$ cat config.mk
export PLATFORM = sky130hd
export DESIGN_NAME = serial_addsub_ctrl
export DESIGN_NICKNAME = d
export VERILOG_FILES = /design/src/rtl/serial_addsub_ctrl.sv
export SDC_FILE = /design/constraint.sdc
export NUM_CORES = 1
export LEC_CHECK = 0
export BUFFER_PORTS_ARGS = -buffer_cell sky130_fd_sc_hd__buf_2
export CORE_MARGIN = 2
export CORE_UTILIZATION = 50
export DETAILED_ROUTE_END_ITERATION = 10
export PLACE_DENSITY_LB_ADDON = 0.12
export SYNTH_ARGS = -nofsm -noshare
export SYNTH_HDL_FRONTEND = slang
export SYNTH_SLANG_ARGS = --single-unit
$ cat constraint.sdc
create_clock -name clk -period 2.3 [get_ports clk]
set_input_delay 0.115 -clock clk [delete_from_list [all_inputs] [get_ports clk]]
set_output_delay 0.115 -clock clk [all_outputs]
set_load 0.005 [all_outputs]
$ cat src/rtl/serial_addsub_ctrl.sv
// serial_addsub_ctrl: bit-serial add/subtract sequencer.
// A single full-adder slice is stepped LSB-first over two latched WIDTH-bit
// operands, one bit per clock, through a registered carry. Reports the
// sum/difference, the carry out of the MSB (1 = no borrow for subtract) and
// signed two's-complement overflow.
// Optional build macro: SERIAL_ADDSUB_SAT_EN -- saturates Result on overflow
// (Cout and Overflow still report the unsaturated values).
module serial_addsub_ctrl #(
  parameter int unsigned WIDTH = 8
) (
  input  logic             clk,
  input  logic             rst_n,
  input  logic             start,
  input  logic             sub,
  input  logic [WIDTH-1:0] a,
  input  logic [WIDTH-1:0] b,
  output logic             busy,
  output logic             done,
  output logic [WIDTH-1:0] result,
  output logic             cout,
  output logic             overflow
);

  localparam int unsigned CW = $clog2(WIDTH) + 1;
  localparam int unsigned RW = WIDTH - 1;

  typedef enum logic {
    IDLE = 1'b0,
    RUN  = 1'b1
  } state_t;

  state_t         state;
  state_t         state_nxt;
  logic           accept_c;
  logic           last_c;

  logic [WIDTH-1:0] op_a;
  logic [WIDTH-1:0] op_b;
  logic [RW-1:0]    res_sh;
  logic             carry;
  logic [CW-1:0]    count;

  logic             sum_bit_c;
  logic             carry_nxt_c;
  logic             ovf_c;
  logic [WIDTH-1:0] res_final_c;

`ifdef SERIAL_ADDSUB_SAT_EN
  logic             a_msb;
`endif

  // State register
  always_ff @(posedge clk or negedge rst_n) begin
    if (!rst_n) begin
      state <= IDLE;
    end else begin
      state <= state_nxt;
    end
  end

  // Next-state: accept only from IDLE, finish on the last bit
  always_comb begin
    state_nxt = state;
    accept_c  = 1'b0;
    last_c    = 1'b0;
    case (state)
      IDLE: begin
        if (start) begin
          accept_c  = 1'b1;
          state_nxt = RUN;
        end
      end
      RUN: begin
        if (count == CW'(WIDTH - 1)) begin
          last_c    = 1'b1;
          state_nxt = IDLE;
        end
      end
      default: state_nxt = IDLE;
    endcase
  end

  // Full-adder slice on the current LSBs and the registered carry
  always_comb begin
    sum_bit_c   = op_a[0] ^ op_b[0] ^ carry;
    carry_nxt_c = (op_a[0] & op_b[0]) | (op_a[0] & carry) | (op_b[0] & carry);
    // carry here is the carry into the MSB when the last bit is processed
    ovf_c       = carry ^ carry_nxt_c;
  end

  // Final result: last sum bit lands in the MSB above the shifted-in bits
  always_comb begin
    res_final_c = {sum_bit_c, res_sh};
`ifdef SERIAL_ADDSUB_SAT_EN
    if (ovf_c) begin
      res_final_c = a_msb ? {1'b1, {RW{1'b0}}} : {1'b0, {RW{1'b1}}};
    end
`endif
  end

  // Operand latch and LSB-first shift datapath
  always_ff @(posedge clk or negedge rst_n) begin
    if (!rst_n) begin
      op_a   <= '0;
      op_b   <= '0;
      res_sh <= '0;
      carry  <= 1'b0;
      count  <= '0;
    end else if (accept_c) begin
      op_a   <= a;
      op_b   <= sub ? ~b : b;
      res_sh <= '0;
      carry  <= sub;
      count  <= '0;
    end else if (state == RUN) begin
      op_a   <= op_a >> 1;
      op_b   <= op_b >> 1;
      res_sh <= RW'({sum_bit_c, res_sh} >> 1);
      carry  <= carry_nxt_c;
      count  <= count + CW'(1);
    end
  end

`ifdef SERIAL_ADDSUB_SAT_EN
  // Sign of operand A, kept for the saturation direction
  always_ff @(posedge clk or negedge rst_n) begin
    if (!rst_n) begin
      a_msb <= 1'b0;
    end else if (accept_c) begin
      a_msb <= a[WIDTH-1];
    end
  end
`endif

  // Status outputs: busy follows the next state, done pulses on completion
  always_ff @(posedge clk or negedge rst_n) begin
    if (!rst_n) begin
      busy <= 1'b0;
      done <= 1'b0;
    end else begin
      busy <= (state_nxt == RUN);
      done <= last_c;
    end
  end

  // Result outputs update only on completion and hold otherwise
  always_ff @(posedge clk or negedge rst_n) begin
    if (!rst_n) begin
      result   <= '0;
      cout     <= 1'b0;
      overflow <= 1'b0;
    end else if (last_c) begin
      result   <= res_final_c;
      cout     <= carry_nxt_c;
      overflow <= ovf_c;
    end
  end

endmodule

==> results.md <==
- The post-layout instance area is 0.00203 mm².
- The die area is 0.00411 mm².
- The floorplan has 21 rows.
- In the routed layout, each cell is associated on average with a via count of 5.22.
- The effective utilization at floorplan is 0.533.
- The first-iteration detailed-routing DRC count is 32.
- For this run, the post-layout net count is 206.
- The number of global-route vias before repair is 1132.
- The delay of the slowest cell on the worst path is 0.39 ns.
- The share of total power dissipated in the clock network is 0.158.
- The deepest level of the CTS H-tree is 2.
- During synthesis, Yosys emitted a total of 0 warnings.
- In the final layout, the multi-input gates occupy 733 µm².
- TritonCTS built the clock tree.
- The worst relative slew slack is 0.424.
- The largest family of logic cells by synthesized area is multiplexers.
- For this run, design rule violations remaining after detail routing come to 0.
- The average instance area after synthesis is 11.7 µm².
- In this run the critical register-to-register path is captured at result[4]$_DFFE_PN0P_.
- The first-pass iteration count of the detailed router is 4.
- The number of antenna diodes in the final layout is 0.
- The slowest library cell on the worst path is sky130_fd_sc_hd__dfrtp_1.
- The final count of hold timing violations came to 0.
- The number of top-level pins is 32.
- For the pin with the worst max-slew slack, the measured transition is 0.864 ns.
- The clock arrives with 0.00536 ns of skew.
- The number of cells on the worst hold path is 3.
- The area growth from synthesis to layout is 12.7%.
- The post-place setup slack is 0.917 ns.
- The leakage power total is 1.01 nW.
- The sequential cells in the finished layout cover a total of 0.00100 mm².
- For the finished layout, the period the worst path requires is 1.39 ns.
- The switching power share of the total is 0.328.
- Setup violations remaining at the end of the flow were counted as 0.
- After legalization and detailed placement, the total HPWL measured 2080 µm.
- The first-pass GRT wire length is 5240 µm.
- The max-cap violation count is 0.
- The largest fanout on the critical path is 12.
- Dividing the final minimum period by the clock period gives 0.604.
- The netlist area before placement is 0.00181 mm².
- The cell area after placement is 0.00197 mm².
- The library cell used most frequently in the layout, excluding fill and tap cells, is sky130_fd_sc_hd__dfrtp_1.
- The layout cell share with drive strength beyond 1 is 0.270.
- VDD sags by at most 553 µV.
- The worst hold path belongs to the class primary input to flop.
- The largest area contributor in the netlist is sky130_fd_sc_hd__dfrtp_1.
- The number of buffers added on ports is 31.
- The detail route stage leaves a number of antenna-violating nets equal to 0.
- The library cell used as clock root buffer is sky130_fd_sc_hd__clkbuf_4.
- Data on the critical path arrives at its endpoint at 1.61 ns.
- The critical path startpoint category is a flop.
- The overall die width is 64.1 µm.
- The least setup slack across all paths after layout is 0.911 ns.
- The compound-gate portion of the synthesized area was 0.104.
- The final layout contains routed wiring with a total length of 2950 µm.
- The layout has 296 filler cells.
- The count of cell types in the netlist is 25.
- The final weighted congestion in routability-driven placement is 0.708.
- The adder and majority cell fraction of the synthesized area is 0.0180.
- The core box area is 0.00339 mm².
- Based on the critical path, the design can be clocked at up to 720 MHz.
- The total global routing track utilization is 0.166.
- In the post-synthesis netlist, the biggest area contributors are sky130_fd_sc_hd__dfrtp_1, sky130_fd_sc_hd__o21ai_0, sky130_fd_sc_hd__mux2_4.
- Traced cell by cell, the critical path runs through ha_1, nand4b_4, mux2_4.
- Clock latency on the worst-skew pair, taken at its later pin, is 0.33 ns.
- Summed over all nets, the switching power comes to 740 µW.
- The flow ran to the end, and the final reports show no timing, DRC or antenna violations.
- Entering global routing, the biggest net connects 41 pins.
- The fraction of post-synthesis cell area in the top cell type by area is 0.554.
- The buffer depth of the longest clock path is 2.
- The part of the total power dissipated in combinational logic is 0.335.
- For hold timing, the worst endpoint is op_a[7]$_DFFE_PN0P_.
- After detailed routing, the average wire length per cell comes to 12.8 µm.
- The library cells used most frequently in the layout, excluding fill and tap cells, are sky130_fd_sc_hd__dfrtp_1, sky130_fd_sc_hd__buf_2, sky130_fd_sc_hd__o21ai_0.
- Synthesis handed over a netlist of 154 instances.
- The internal power of the cells is 1.51 mW.
- The final count of pins violating max slew came to 0.
- The number of antenna violations at the first check in global routing is 0.
- The number of nets in the synthesized netlist is 176.
- The startpoint identified for the worst register-to-register timing path is count[1]$_DFFE_PN0P_.
- The capturing element type of the critical path is a flop.
- Of the synthesized area, sequential elements account for 0.554.
- The worst setup path is of the flop to flop kind.
- The number of cells on the worst reg-to-reg path is 3.
- Of the total synthesized cell area, the portion taken by AND, OR, NAND and NOR gates is 0.114.
- The number of cells upsized or downsized after cts is 0.
- The startpoint of the lowest-slack hold path is a[7].
- Setup repair after global routing left no endpoint under its margin.
- The register bit count reported by yosys is 40.
- The clock transition at the registers of the reported paths is 0.10 ns.
- Setup total negative slack on the finished layout was measured at 0 ns.
- Dividing total power by cell area gives a power density of 1110 mW/mm².
- The total congestion overflow is 0.
- Detailed routing inserted a total of 1206 vias.
- The fraction of synthesized cell area in xor and xnor cells is 0.0437.
- Of the total power, registers draw 0.507.
- The floorplan step set the die height to 64.1 µm.
- At the worst endpoint, the required time is 2.52 ns.
- The total CTS buffers is 5.
- The post-synthesis mux area share is 0.127.
- The number of clock sinks seen by CTS is 40.
- The setup slack of the most critical reg-to-reg path is 0.91 ns.
-- layer usage --
layer	wire, µm	vias to the layer above	track usage
met3	144	4	0.0423
met5	0	-	0
met2	1410	33	0.264
met1	1350	581	0.220
met4	40	0	0.0638
li1	-	588	-
-- metrics by stage --
stage / power (mW) / hold slack [ns] / utilization / std cells
4_1_cts: 2.29 / 0.0104 / 0.600 / 231
5_1_grt: 2.45 / 0.0517 / 0.600 / 231
2_1_floorplan: 1.70 / -0.181 / - / 154
6_report: 2.25 / 0.0260 / 0.600 / 231
3_3_place_gp: 1.88 / 0.268 / 0.580 / 222
3_5_place_dp: 1.93 / 0.283 / 0.580 / 222
-- cell type report --
class,count,share of cell area
inverters,1,0.00185
multi-input cells,102,0.360
clock buffers,8,0.0289
flip-flops and latches,40,0.492
repair buffers,34,0.0886
well taps,46,0.0283
-- registers in the layout, summed over array words and instances (netlist names) --
register	cells
result	8
res_sh	7
op_a	8
done	1
overflow	1
op_b	8
busy	1
carry	1
count	4
cout	1
-- logic make-up after synthesis --
logic type | after synthesis
buf+inv | 12
flops | 40
compound gates | 35
simple gates | 37
fa+ha+maj | 2
mux | 19
xor+xnor | 9
-- cells in the mapped netlist, drive strengths merged --
library cell   n
fa             1
xnor2          9
nand4          1
nor2b          1
dfrtp         40
nor2           4
a22oi          1
clkbuf         1
nand2         16
a22o           2
mux2i          9
nand3          1
inv            1
nor3b          6
nand4b         1
mux2          10
nand2b         7
o21ai         25
buf           10
a211oi         1
ha             1
a21oi          6
-- worst max-delay path: cells and delay by family, from the launching register on --
| family | cells | cell delay [ns] |
|---|---|---|
| flip-flops | 1 | 0.39 |
| AND/OR/NAND/NOR | 1 | 0.27 |
| multiplexers | 1 | 0.37 |
| adder cells (fa/ha/maj) | 1 | 0.25 |
-- worst max path at each step --
stage | slack, ns | start | cells past startpoint | end
floorplan | 0.99 | count[0]$_DFFE_PN0P_ | 4 | cout$_DFFE_PN0P_
global placement | 0.95 | count[0]$_DFFE_PN0P_ | 3 | result[3]$_DFFE_PN0P_
detailed placement | 0.92 | count[0]$_DFFE_PN0P_ | 3 | result[3]$_DFFE_PN0P_
CTS | 0.90 | count[0]$_DFFE_PN0P_ | 3 | result[4]$_DFFE_PN0P_
global route | 0.82 | count[1]$_DFFE_PN0P_ | 3 | result[4]$_DFFE_PN0P_
finish | 0.91 | count[1]$_DFFE_PN0P_ | 3 | result[4]$_DFFE_PN0P_
-- power groups by stage --
stage	Combinational (mW)	Sequential, mW	Clock [mW]
final	0.756	1.14	0.357
after global routing	0.862	1.18	0.402
after CTS	0.771	1.15	0.375
after detailed placement	0.773	1.16	0
after global placement	0.738	1.14	0
after floorplan	0.576	1.12	0
-- what timing repair did --
action | CTS | global route
hold buffers | 1 | 0
endpoints found under the hold margin | 40 | 0
buffers inserted | 0 | 0
No activity file was read; power rests on OpenSTA's default activity.
